File: src/rtl/if_fetch.sv
// rtl/if_fetch.sv - instruction fetch unit with a small credit-controlled instruction buffer
//
// Issues sequential 32-bit reads to instruction memory. Each response is captured
// one cycle after issue into a DEPTH-entry FIFO of {pc, instr}, which feeds decode.
// Issue is credit-limited so the buffer can never overflow. A redirect reloads the
// pc, flushes the buffer and squashes any in-flight response.
//
// Optional feature macro: IF_FETCH_ALIGN_CHECK_EN
//   defined   : a misaligned redirect_pc raises fetch_fault and halts issue until
//               the next aligned redirect, which clears the fault
//   undefined : fetch_fault is tied 0 and redirect_pc[1:0] is ignored
//
// Parameters:
//   RESET_PC        first fetch address after reset
//   DEPTH           instruction buffer entries (2..4)
// Ports:
//   clk, rst        clock, asynchronous active-high reset
//   im_en/im_addr   memory read enable / address (im_addr is the pc register)
//   im_addrout      memory echo of the address issued one cycle earlier
//   im_dout         memory instruction word, valid one cycle after issue
//   im_stall        memory stall: no capture and no issue while high
//   redirect_valid  branch/jump redirect strobe, target in redirect_pc
//   out_valid/out_ready/out_pc/out_instr   buffer head toward decode
//   fetch_fault     misaligned-redirect fault flag

module if_fetch #(
    parameter logic [31:0] RESET_PC = 32'h0000_0000,
    parameter int          DEPTH    = 2
) (
    input  logic        clk,
    input  logic        rst,
    output logic        im_en,
    output logic [31:0] im_addr,
    input  logic [31:0] im_addrout,
    input  logic [31:0] im_dout,
    input  logic        im_stall,
    input  logic        redirect_valid,
    input  logic [31:0] redirect_pc,
    output logic        out_valid,
    input  logic        out_ready,
    output logic [31:0] out_pc,
    output logic [31:0] out_instr,
    output logic        fetch_fault
);

    localparam logic [2:0] DEPTH_C = 3'(DEPTH);
    localparam logic [1:0] LAST    = 2'(DEPTH - 1);

    logic [31:0] r_pc;
    logic        r_pending;
    logic [2:0]  r_count;
    logic [1:0]  r_wptr;
    logic [1:0]  r_rptr;
    logic [31:0] r_buf_pc    [4];
    logic [31:0] r_buf_instr [4];

    logic        w_pop;
    logic        w_capture;
    logic        w_fault;
    logic [2:0]  w_credit;
    logic [31:0] w_redirect_pc;
    logic [1:0]  w_wptr_nxt;
    logic [1:0]  w_rptr_nxt;

`ifdef IF_FETCH_ALIGN_CHECK_EN
    logic r_fault;
    logic w_misaligned;

    assign w_misaligned  = (redirect_pc[1:0] != 2'b00);
    assign w_redirect_pc = redirect_pc;
    assign w_fault       = r_fault;

    always_ff @(posedge clk or posedge rst) begin
        if (rst) begin
            r_fault <= 1'b0;
        end else if (redirect_valid) begin
            r_fault <= w_misaligned;
        end
    end
`else
    logic w_unused;

    assign w_unused      = ^redirect_pc[1:0];
    assign w_redirect_pc = {redirect_pc[31:2], 2'b00};
    assign w_fault       = 1'b0;
`endif

    assign fetch_fault = w_fault;
    assign out_valid   = (r_count != 3'd0);
    assign out_pc      = r_buf_pc[r_rptr];
    assign out_instr   = r_buf_instr[r_rptr];
    assign im_addr     = r_pc;

    assign w_pop = out_valid & out_ready;

    // Slots already committed: buffered entries plus the in-flight read, minus
    // the entry leaving this cycle. pop implies count >= 1, so no underflow.
    assign w_credit = r_count + {2'b00, r_pending} - {2'b00, w_pop};

    assign im_en = ~rst & ~redirect_valid & ~im_stall & ~w_fault & (w_credit < DEPTH_C);

    // A response arriving in a redirect cycle belongs to the old path: squash it.
    assign w_capture = r_pending & ~im_stall & ~redirect_valid;

    assign w_wptr_nxt = (r_wptr == LAST) ? 2'd0 : r_wptr + 2'd1;
    assign w_rptr_nxt = (r_rptr == LAST) ? 2'd0 : r_rptr + 2'd1;

    always_ff @(posedge clk or posedge rst) begin
        if (rst) begin
            r_pc      <= RESET_PC;
            r_pending <= 1'b0;
            r_count   <= 3'd0;
            r_wptr    <= 2'd0;
            r_rptr    <= 2'd0;
        end else if (redirect_valid) begin
            r_pc      <= w_redirect_pc;
            r_pending <= 1'b0;
            r_count   <= 3'd0;
            r_wptr    <= 2'd0;
            r_rptr    <= 2'd0;
        end else begin
            if (im_en) begin
                r_pc <= r_pc + 32'd4;
            end
            // A stalled response stays in flight; otherwise it is consumed now.
            if (!im_stall) begin
                r_pending <= im_en;
            end
            if (w_capture) begin
                r_wptr <= w_wptr_nxt;
            end
            if (w_pop) begin
                r_rptr <= w_rptr_nxt;
            end
            case ({w_capture, w_pop})
                2'b10:   r_count <= r_count + 3'd1;
                2'b01:   r_count <= r_count - 3'd1;
                default: r_count <= r_count;
            endcase
        end
    end

    always_ff @(posedge clk) begin
        if (w_capture) begin
            r_buf_pc[r_wptr]    <= im_addrout;
            r_buf_instr[r_wptr] <= im_dout;
        end
    end

    a_no_overflow: assert property (@(posedge clk) disable iff (rst)
        !(w_capture && !w_pop && (r_count == DEPTH_C)));

endmodule

File: config.mk
export PLATFORM = sky130hd
export DESIGN_NAME = if_fetch
export DESIGN_NICKNAME = d
export VERILOG_FILES = /design/src/rtl/if_fetch.sv
export SDC_FILE = /design/constraint.sdc
export NUM_CORES = 1
export LEC_CHECK = 0
export BUFFER_PORTS_ARGS = -buffer_cell sky130_fd_sc_hd__buf_2
export CAP_MARGIN = 20
export CORE_ASPECT_RATIO = 0.75
export CORE_UTILIZATION = 50
export CTS_CLUSTER_DIAMETER = 200
export DETAILED_ROUTE_END_ITERATION = 7
export PLACE_DENSITY = 0.75
export SYNTH_ARGS = -nofsm -noshare
export SYNTH_HDL_FRONTEND = slang
export SYNTH_SLANG_ARGS = --single-unit
File: constraint.sdc
create_clock -name clk -period 8.2 [get_ports clk]
set_input_delay 0 -clock clk [delete_from_list [all_inputs] [get_ports clk]]
set_output_delay 0 -clock clk [all_outputs]
set_load 0.05 [all_outputs]
[Yosys cells after proc, flatten, opt, wreduce, memory -nomap -nowiden]
Memory sizes are Yosys's and may differ from the RTL's.
Index checks and enable logic that the tools add are counted.
Operators by class
  add/sub/neg operators: 7
  order comparisons: 1
  equal/unequal tests: 5
  multiplexer cells: 14
  bitwise logic cells: 9
  reductions and logical operators: 5
Operators with widths (number)
  2-to-1 mux 32 bit: 2
  adder 32 x 3 -> 32 bit, second input constant: 1
  2-to-1 mux 2 bit: 6
  AND 1 bit: 6
  == test 2 x 1 -> 1 bit, second input constant: 3
  one-hot mux 3 bit (2 select lines): 1
  nonzero test 2 bit: 3
  nonzero test 3 bit: 2
  adder 2 x 1 -> 2 bit, second input constant: 2
  2-to-1 mux 1 bit: 4
  adder 3 x 1 -> 3 bit: 1
  adder 3 x 1 -> 3 bit, second input constant: 1
  < comparator 3 x 2 -> 1 bit, second input constant: 1
  2-to-1 mux 3 bit: 1
  inverter 1 bit: 3
  subtractor 3 x 1 -> 3 bit: 1
  subtractor 3 x 1 -> 3 bit, second input constant: 1
  == test 2 bit, second input constant: 1
  != test 2 x 1 -> 1 bit, second input constant: 1
Storage, ports and cells
  register bits after elaboration: 40
  memory bits (writable): 256
  bits of input ports: 101
  memories: 2
Memories
  r_buf_instr: depth 4, width 32, read ports 1, clocked after Yosys merged registers in 0, write ports 1, RTL line 55  | logic [31:0] r_buf_instr [4];
  r_buf_pc: depth 4, width 32, read ports 1, clocked after Yosys merged registers in 0, write ports 1, RTL line 54  | logic [31:0] r_buf_pc [4];

[Logic depth before layout (Yosys ltp)]
Gate-level depths: netlist (run 1).
  word-level depth: 7
  mapped depth: 12
  gate-level depth less buffers: 11

[Least setup slack after synthesis (run 1)]
No wires, ideal clock.
  kind: reg2reg
  start point: register r_wptr[0]
  end point: memory r_buf_instr[2][0] (enable)
  library setup time: 0.666 ns
  data arrival time: 7.104 ns
  slack: 0.430 ns
  stages on the path, launching flop included: 2
  buffers on the path: 0
  cell sequence: dfrtp_1 nor4b_1
RTL lines
  start, declared: RTL line 52  | logic [1:0] r_wptr;
  start signal, assigned: RTL line 130  | r_wptr <= w_wptr_nxt;
  end, declared: RTL line 55
Straight into the memory's write port.

[Final worst setup path (run 1)]
  start point: register r_count[1]
  end point: register r_pc[31] (netlist: im_addr[31])
On the way
  longest elaborated chain between the ends: 6
  elaborated cells between the ends (all ways): 7
RTL lines
  start, declared: RTL line 51  | logic [2:0] r_count;
  start signal, assigned: RTL line 136  | 2'b10: r_count <= r_count + 3'd1;
  start signal, assigned: RTL line 137  | 2'b01: r_count <= r_count - 3'd1;
  start signal, assigned: RTL line 138  | default: r_count <= r_count;
  parallel branches: the longest is 2 deep, another holds adder 3 x 1 -> 3 bit
  subtractor 3 x 1 -> 3 bit *: RTL line 98  | assign w_credit = r_count + {2'b00, r_pending} - {2'b00, w_pop};
  < comparator 3 x 2 -> 1 bit *: RTL line 100  | assign im_en = ~rst & ~redirect_valid & ~im_stall & ~w_fault & (w_credit < DEPTH_C);
  AND 1 bit *: RTL line 100
  nonzero test 2 bit (no line) *
  end signal, assigned: RTL line 116  | r_pc <= w_redirect_pc;
  end signal, assigned: RTL line 123  | r_pc <= r_pc + 32'd4;
  end, declared: RTL line 49  | logic [31:0] r_pc;
Mark *: on every way between the ends.
A chain may end at the register's enable or synchronous reset.

==> impl_metrics.tcl, run 1 <==
set metrics [dict create \
    io_pins 200 \
    synth-edff-count 256 \
    worstPathArrival_ns 4.37 \
    yosysUniqueCellTypes 41 \
    design_area_um2 14700 \
    drt-total-wl_um 24400 \
    synthTopCellsByCount "edfxtp_1 (256), mux4_2 (64), nand2_1 (41)" \
    synth_top_area_cell "edfxtp_1" \
    layout-area-overhead-vs-synth_pct 28.1 \
    synth_ff_type "edfxtp_1" \
    yosysMostFrequentCell "edfxtp_1" \
    die_width_um 177 \
    clk_latency_ns 0.53 \
    layout-drive-gt1-share_pct 35.2 \
    synth_top_area_share_pct 67.2 \
    final_util_pct 66.0 \
    clock-sinks 294 \
    n_fill_cell 1480 \
    tritoncts "yes" \
    p_leak_nw 5.19 \
    min_from "redirect_valid" \
    power.share.switching_pct 30.7 \
    critical_path_class "reg2reg" \
    core_um2 22200 \
    p_comb_share_pct 24.4 \
    num_rows 47 \
    power_mw 4.02 \
    slew_headroom_pct 34.2 \
    hpwl_um 14200 \
    drt_first_pass_iters 5 \
    clock_skew_ns 0.0114 \
    worstMarginPinSlew_ns 0.987 \
    fin_setup_tns_ns 0 \
    drtIter0Drc 410 \
    fin_ws_ns 4.30 \
    period_minus_slack_ns 3.90 \
    avgViaCountPerCell 5.56 \
    setup_viol 0 \
    maxCapViolations 0 \
    syn_area_per_cell_um2 19.6 \
    post-route-period-util_pct 47.6 \
    hold_path_class "in2reg" \
    cts_max_level 1 \
    critPathLaunch "r_count[1]" \
    dpl_worst_slack_ns 4.34 \
    grt_pass1_wl_um 37600 \
    port_buffers 194 \
    path_max_fanout 10 \
    final_net_count 994 \
    drc_errors 0 \
    powerDensity_nw_per_um2 274 \
    drv_slew 0 \
    antenna_cells 0 \
    ir_worst_vdd_mv 0.184 \
    clk_pin_slew_ns 0.06 \
    rr_startpoint "r_count[1]" \
    cp-end-kind "flip-flop" \
    ys_seq_area_share_pct 75.5 \
    die_area_um2 23500 \
    synth_area_leaders "edfxtp_1 (67%), mux4_2 (13%), dfrtp_1 (8.3%)" \
    antenna_found_initial 0 \
    grt_usage_pct 20.9 \
    crit_required_ns 8.66 \
    cts_setup_buffers 0 \
    post_drt_wl_per_cell_um 20.2 \
    outcome "finished, final reports clean" \
    syn_area_um2 11400 \
    fmax_mhz 256 \
    start_kind "flip-flop" \
    report.final.hold_viol_count 0 \
    grt_max_degree 75 \
    cts_root_buffer "clkbuf_16" \
    die_y_um 133 \
    rsz0062_at_grt "false" \
    p_int_mw 2.79 \
    yosysWarningCount 0 \
    globalRoute.totalOverflow 0 \
    placed_area_um2 12800 \
    grt_pass1_vias 7088 \
    gpl.final_weighted_congestion 0.889 \
    ys_seq_elements 294 \
    ant_nets 0 \
    route.vias.total 6694 \
    p_seq_share_pct 43.7 \
    cts_buffers 28 \
    start_util_pct 51.5 \
    cts_buffer_depth 3 \
    p_sw_mw 1.24 \
    synthArstFlopShare_pct 12.9 \
    syn_inst 585 \
    p_clk_share_pct 32.0 \
]
==> area by class of cell <==
type	instances	area, um^2	share of cell area (%)
multi-input combinational	262	2690	18.4
inverter	3	11.3	0.0768
tap	294	368	2.51
sequential	294	8640	59.0
clock inverter	13	111	0.760
clock buffer	39	826	5.63
timing repair buffer	300	2010	13.7
==> power groups by stage <==
| stage | Sequential (mW) | Combinational, mW | Clock, mW |
|---|---|---|---|
| finish | 1.76 | 0.980 | 1.29 |
| global placement | 1.79 | 0.926 | 0 |
| floorplan | 1.80 | 0.722 | 0 |
| global route | 1.77 | 1.03 | 1.36 |
| detailed placement | 1.79 | 0.942 | 0 |
| CTS | 1.76 | 0.984 | 1.30 |
==> final timing paths <==
check,to,slack [ns],depth (start not counted)
max in group asynchronous,r_rptr[0],7.65,4
worst min register to register,r_count[2],0.57,1
worst max-delay path,im_addr[31],4.30,11
worst min-delay path,r_wptr[0],0.12,3
worst max register to register,im_addr[31],4.30,11
min in group asynchronous,im_addr[6],0.17,4
==> stage by stage <==
stage / hold WS [ns] / std cells
CTS: 0.0932 / 1205
finish: 0.121 / 1205
global route: 0.146 / 1205
global placement: 0.165 / 1056
detailed placement: 0.180 / 1056
floorplan: 0.0989 / 587
==> state kept, by name, indices dropped and copies added (netlist names) <==
register,count
r_wptr,2
r_buf_pc,128
im_addr,30
r_count,3
r_pending,1
r_buf_instr,128
r_rptr,2
==> worst max-delay path, cell delays in order, from the launching register on <==
cell	delay (ns)
dfrtp_1	0.46
or3_1	0.42
nand2_1	0.16
inv_1	0.11
ha_1	0.27
nand2b_1	0.16
fa_1	0.48
nor3b_2	0.46
nand4_1	0.18
or4_4	0.55
or4_1	0.51
nand3_1	0.10
==> kinds of logic after synthesis <==
group	synth area share (%)
simple gates	5.66
compound gates	1.63
other cells	0.0328
buf+inv	1.26
xor+xnor	2.58
fa+ha+maj	0.569
flops	75.5
mux	12.8
==> routing by layer <==
metal  routed length, um  vias up  track usage [%]
met5                   0        -                0
met4                 587        0             6.27
met3                1620       51             4.05
met2               12200      300             35.7
met1                9930     3390             27.2
li1                    -     2953                -
==> placed cells by master, fill, tap and decap left out, types with 6 or more instances in the layout <==
cell	instances
dfrtp_1	36
mux4_2	64
nand3_1	12
xnor2_1	13
buf_4	9
nor2_1	12
nand2_1	41
dlygate4sd3_1	97
nand4_1	16
buf_2	194
clkbuf_16	31
edfxtp_1	256
o21ai_0	31
clkbuf_1	6
xor2_1	18
==> what timing repair did <==
action                    CTS  global route
resized for setup           0             0
hold endpoints to repair  330             0
hold buffers               97             0
No activity file was read; power rests on OpenSTA's default activity.
==> inputs of run 2 (changes only) <==
Settings changed: ABC_AREA set to 1, PLACE_DENSITY 0.75 to 0.72.
Clock period 8.2 ns to 3.65 ns, I/O delays scaled along.
==> run 2 against run 1 <==
Non-clock buffer count grew 6; sequential share of layout area is 3.0 points lower; setup slack got worse by 4.0 ns; hold slack got worse by 0.092 ns; cell count rose by 43%; synthesized cell count is 86% higher; clock skew rose by 0.0015 ns; critical path type is now reg2out; largest power group unchanged.
==> impl_metrics.tcl, run 2 <==
set metrics [dict create \
    outcome "finished, final reports clean" \
    r2r_slack_ns 0.64 \
    grt_max_degree 69 \
    synth_top_area_cell "edfxtp_1" \
    antenna_cells 0 \
    ys_seq_elements 294 \
    grt_pass1_wl_um 44500 \
    cts_root_buffer "clkbuf_16" \
    crit_buf_inv 4 \
    io_pins 200 \
    antenna_found_initial 0 \
    drt_first_pass_iters 5 \
    worstSetupEndpoint "im_en" \
    avgViaCountPerCell 5.16 \
    worstMarginPinSlew_ns 0.651 \
    globalRoute.totalOverflow 0 \
    yosysMostFrequentCell "edfxtp_1" \
    syn_area_per_cell_um2 11.3 \
    ant_nets 0 \
    layout-drive-gt1-share_pct 19.8 \
    hpwl_um 16300 \
    report.final.hold_viol_count 0 \
    crit_slowest_cell "fa_1" \
    yosysWarningCount 0 \
    drc_errors 0 \
    clk_latency_ns 0.55 \
    final_util_pct 64.3 \
    path_cells "inv_1, nand3_1, nand2_1, inv_1, ha_1, or2_2, fa_1, nand2_1, nor2_4, nand3_4, inv_4, buf_2" \
    hold_path_class "in2reg" \
    placed_area_um2 13600 \
    cts_buffer_depth 3 \
    syn_area_um2 12300 \
    synth-edff-count 256 \
    synthArstFlopShare_pct 12.9 \
    synth_top_area_share_pct 62.6 \
    core_um2 24000 \
    start_util_pct 51.1 \
    rr_startpoint "r_count[1]" \
    die_width_um 183 \
    maxCapViolations 0 \
    period_minus_slack_ns 3.38 \
    dpl.cell_count 1575 \
    synth_area_leaders "edfxtp_1 (63%), dfrtp_1 (7.7%), nand2_1 (6.4%)" \
    clk_pin_slew_ns 0.06 \
    layout-area-overhead-vs-synth_pct 25.8 \
    ir_worst_vdd_mv 0.481 \
    cp-end-kind "output pin" \
    path_max_fanout 29 \
    worstReg2RegEnd "im_addr[8]" \
    final_cells 1722 \
    drt-total-wl_um 28600 \
    critPathMaxStageDelay_ns 0.48 \
    grt_pass1_vias 8451 \
    gpl.final_weighted_congestion 0.845 \
    synth_ff_type "edfxtp_1" \
    worstPathArrival_ns 3.38 \
    cts_setup_buffers 0 \
    power_mw 9.04 \
    start_kind "flip-flop" \
    post_drt_wl_per_cell_um 16.6 \
    critical_path_class "reg2out" \
    port_buffers 194 \
    n_fill_cell 1895 \
    fmax_mhz 296 \
    cts_buffers 28 \
    dpl_worst_slack_ns 0.686 \
    die_y_um 138 \
    synthTopCellsByCount "edfxtp_1 (256), nand2_1 (210), nor2_1 (174)" \
    num_rows 49 \
    tritoncts "yes" \
    post-route-period-util_pct 92.7 \
    clock_skew_ns 0.0129 \
    drtIter0Drc 626 \
    crit_required_ns 3.65 \
    rsz0062_at_grt "false" \
    cts_max_level 1 \
    slew_headroom_pct 56.6 \
    final_common_cell "edfxtp_1" \
    yosysUniqueCellTypes 31 \
    clock-sinks 294 \
    route.vias.total 8882 \
    die_area_um2 25200 \
    powerDensity_nw_per_um2 585 \
    final_net_count 1476 \
    final_cell_mix "edfxtp_1 (256), nand2_1 (210), buf_2 (194), nor2_1 (172), o21ai_0 (136)" \
    critPathTopFamily "simple AND/OR/NAND/NOR gates" \
    reg2regPathDepth 15 \
    design_area_um2 15500 \
    critPathLaunch "r_count[1]" \
    grt_usage_pct 22.6 \
    critical_path_cell_count 12 \
    fin_ws_ns 0.266 \
    p_leak_nw 5.98 \
    syn_inst 1089 \
    ys_seq_area_share_pct 70.3 \
    setup_viol 0 \
    drv_slew 0 \
]
[run 2: cell types whose count changed in the layout (fill, tap and decap cells not counted), sizes merged, moves of 14 or more]
cell   delta
nand2   +175
o21ai   +105
inv      +56
nand3    +41
o22ai    +64
mux4     -64
nand4    -17
nor2    +168
xor2     -14
[run 2: worst min path at each step]
stage | startpoint | endpoint | slack, ns | depth (start not counted)
after global placement | im_addrout[5] | r_buf_pc[3][5] | 0.21 | 1
after floorplan | im_dout[0] | r_buf_instr[0][0] | 0.1 | 0
final | redirect_valid | im_addr[2] | 0.03 | 3
after detailed placement | rst | im_addr[12] | 0.22 | 3
after global routing | redirect_valid | im_addr[15] | 0.05 | 3
after CTS | redirect_valid | im_addr[2] | 0.01 | 3
[run 2: cells by family after synthesis]
kind of cell,Yosys count,share of synthesized area (%)
compound gates,206,9.12
xor+xnor,9,0.641
fa+ha+maj,4,0.529
buf+inv,116,4.12
flops,294,70.3
other cells,1,0.0305
simple gates,459,15.3
[run 2: worst min-delay path, delay by kind of cell]
| kind | cells | cell delay (ns) |
|---|---|---|
| simple gates | 2 | 0.19 |
| buf+inv | 1 | 0.31 |
[run 2: per-stage QoR]
stage               hold slack (ns)  TNS [ns]
CTS                          0.0146         0
finish                       0.0286         0
detailed placement            0.217         0
global placement              0.213         0
global route                 0.0479         0
floorplan                    0.0989   -229.66
[run 2: what timing repair did]
| action | in CTS | in global routing |
|---|---|---|
| setup endpoints to repair | 0 | 1 |
| hold buffers | 97 | 0 |
| hold endpoints to repair | 332 | 0 |
| gates resized for setup | 0 | 2 |
[run 2: metal layers]
layer	part of all wire [%]	global-route usage, %	wire [um]	vias up
met3	7.3	5.50	2090	44
met5	0	0	0	-
met2	46	36.3	13100	293
met4	1.9	6.39	544	0
met1	45	30.9	12800	4188
li1	-	-	-	4357
[run 2: area by class of cell]
class | instances | area (um^2) | area share [%]
multi-input combinational | 681 | 3180 | 20.5
sequential | 294 | 8640 | 55.9
clock buffer | 33 | 719 | 4.65
inverter | 60 | 231 | 1.50
clock inverter | 17 | 171 | 1.11
timing repair buffer | 306 | 2100 | 13.6
tap | 331 | 414 | 2.68
[run 2: where the power goes]
group	internal (mW)	switching, mW
logic	0.580	1.73
clock network	1.62	1.21
registers	3.77	0.136
==> inputs of run 3 (changes only) <==
Clock period 3.65 ns to 3.6 ns, I/O delays scaled along.
==> run 3 against run 2 <==
Utilization is 0.39 points higher; sequential cell count unchanged; critical path type unchanged; cell count is essentially flat; combinational power about the same; routed wire length is 0.91% lower; sequential share of layout area shrank 0.34 points; hold slack got worse by 0.0028 ns; setup slack worse by 0.049 ns.
==> impl_metrics.tcl, run 3 (same netlist as run 2, synthesis figures left out) <==
set metrics [dict create \
    ir_worst_vdd_mv 0.485 \
    clk_latency_ns 0.55 \
    use_met3_pct 5.29 \
    start_kind "flip-flop" \
    ant_nets 0 \
    start_util_pct 51.1 \
    die_width_um 183 \
    p_int_mw 6.20 \
    worstPathArrival_ns 3.38 \
    path_cells "inv_1, nand3_1, nand2_1, inv_1, ha_1, or2_2, fa_1, nand2_1, nor2_4, nand3_4, inv_4, clkbuf_4" \
    report.final.hold_viol_count 0 \
    cts_setup_buffers 0 \
    drv_slew 0 \
    fmax_mhz 296 \
    p_leak_nw 6.03 \
    clk_pin_slew_ns 0.07 \
    post_drt_wl_per_cell_um 16.4 \
    hold_path_class "in2reg" \
    grt_use_met1_pct 30.5 \
    avgViaCountPerCell 5.16 \
    cts_buffers 28 \
    critPathLaunch "r_count[1]" \
    fin_setup_tns_ns 0 \
    grt_pass1_wl_um 43700 \
    gpl.final_weighted_congestion 0.856 \
    die_area_um2 25200 \
    rr_startpoint "r_count[1]" \
    path_max_fanout 29 \
    io_pins 200 \
    antenna_found_initial 0 \
    drt_first_pass_iters 6 \
    core_um2 24000 \
    setup_viol 0 \
    layout-area-overhead-vs-synth_pct 26.6 \
    final_net_count 1475 \
    holdWs_ns 0.0258 \
    clock-sinks 294 \
    crit_buf_inv 4 \
    critical_path_class "reg2out" \
    grtUsageMet2_pct 35.6 \
    p_clk_share_pct 32.8 \
    cp-end-kind "output pin" \
    post-route-period-util_pct 94.0 \
    port_buffers 194 \
    crit_slowest_cell "fa_1" \
    final_common_cell "edfxtp_1" \
    hpwl_um 16100 \
    p_seq_share_pct 42.2 \
    maxCapViolations 0 \
    layout-drive-gt1-share_pct 20.3 \
    tritoncts "yes" \
    grt_max_degree 67 \
    route.vias.total 8887 \
    outcome "finished, final reports clean" \
    min_from "redirect_valid" \
    worstMarginPinSlew_ns 0.721 \
    globalRoute.totalOverflow 0 \
    cts_root_buffer "clkbuf_16" \
    powerDensity_nw_per_um2 603 \
    cts_max_level 1 \
    grt_usage_pct 22.1 \
    p_sw_mw 3.17 \
    period_minus_slack_ns 3.38 \
    drt-total-wl_um 28300 \
    slew_headroom_pct 51.9 \
    crit_required_ns 3.60 \
    power.share.switching_pct 33.8 \
    final_cell_mix "edfxtp_1 (256), nand2_1 (210), buf_2 (193), nor2_1 (172), o21ai_0 (136)" \
    grt_pass1_vias 8395 \
    antenna_cells 0 \
    cts_buffer_depth 3 \
    clock_skew_ns 0.0187 \
    die_y_um 138 \
    grt.busiest_layer "met2" \
    critPathTopFamily "simple AND/OR/NAND/NOR gates" \
    num_rows 49 \
    drtIter0Drc 687 \
    critPathMaxStageDelay_ns 0.48 \
    drc_errors 0 \
    rsz0062_at_grt "false" \
    p_comb_share_pct 25.0 \
]
## run 3: per-layer routing
metal / wire [um] / share of wire [%] / up-vias
li1: - / - / 4356
met1: 12800 / 45 / 4193
met2: 12900 / 46 / 298
met3: 2050 / 7.3 / 40
met4: 487 / 1.7 / 0
met5: 0 / 0 / -
## run 3: per-stage QoR
step | total power [mW] | std cells | utilization [%] | worst slack (ns) | area, um^2
floorplan | 5.71 | 1091 | - | -1.78 | 12300
global placement | 6.24 | 1574 | 56.6 | 0.684 | 13600
detailed placement | 6.28 | 1574 | 56.6 | 0.623 | 13600
CTS | 9.42 | 1723 | 64.7 | 0.0203 | 15500
global route | 9.75 | 1723 | 64.7 | 0.0127 | 15600
finish | 9.37 | 1723 | 64.7 | 0.217 | 15600
## run 3: final cells by class
class                   count  area (um^2)
clock inverters            24          277
flip-flops and latches    294         8640
repair buffers            305         2110
multi-input cells         681         3180
well taps                 331          414
fillers                  1860         8480
inverters                  60          231
clock buffers              28          701
## run 3: worst paths after layout
check	endpoint	cells after the start	slack, ns
min reg2reg	im_addr[3]	2	0.57
max in group asynchronous	r_rptr[0]	4	3.03
min in group asynchronous	r_count[2]	4	0.17
min	im_addr[15]	3	0.03
max	im_en	12	0.22
max reg2reg	im_addr[8]	15	0.60
## run 3: worst min-delay path: stages
cell and delay, ns:
buf_2 0.32, nand2_1 0.13, nand3_1 0.07
## run 3: timing repair
action | in CTS | in global routing
endpoints found under the hold margin | 332 | 0
setup endpoints to repair | 0 | 1
hold buffers | 97 | 0
resized for setup | 0 | 3
## run 3: power groups by stage
stage	combinational, mW	sequential, mW	clock, mW
6_report	2.34	3.96	3.07
5_1_grt	2.53	3.97	3.25
4_1_cts	2.34	3.95	3.13
3_5_place_dp	2.25	4.03	0
3_3_place_gp	2.22	4.02	0
2_1_floorplan	1.49	4.22	0
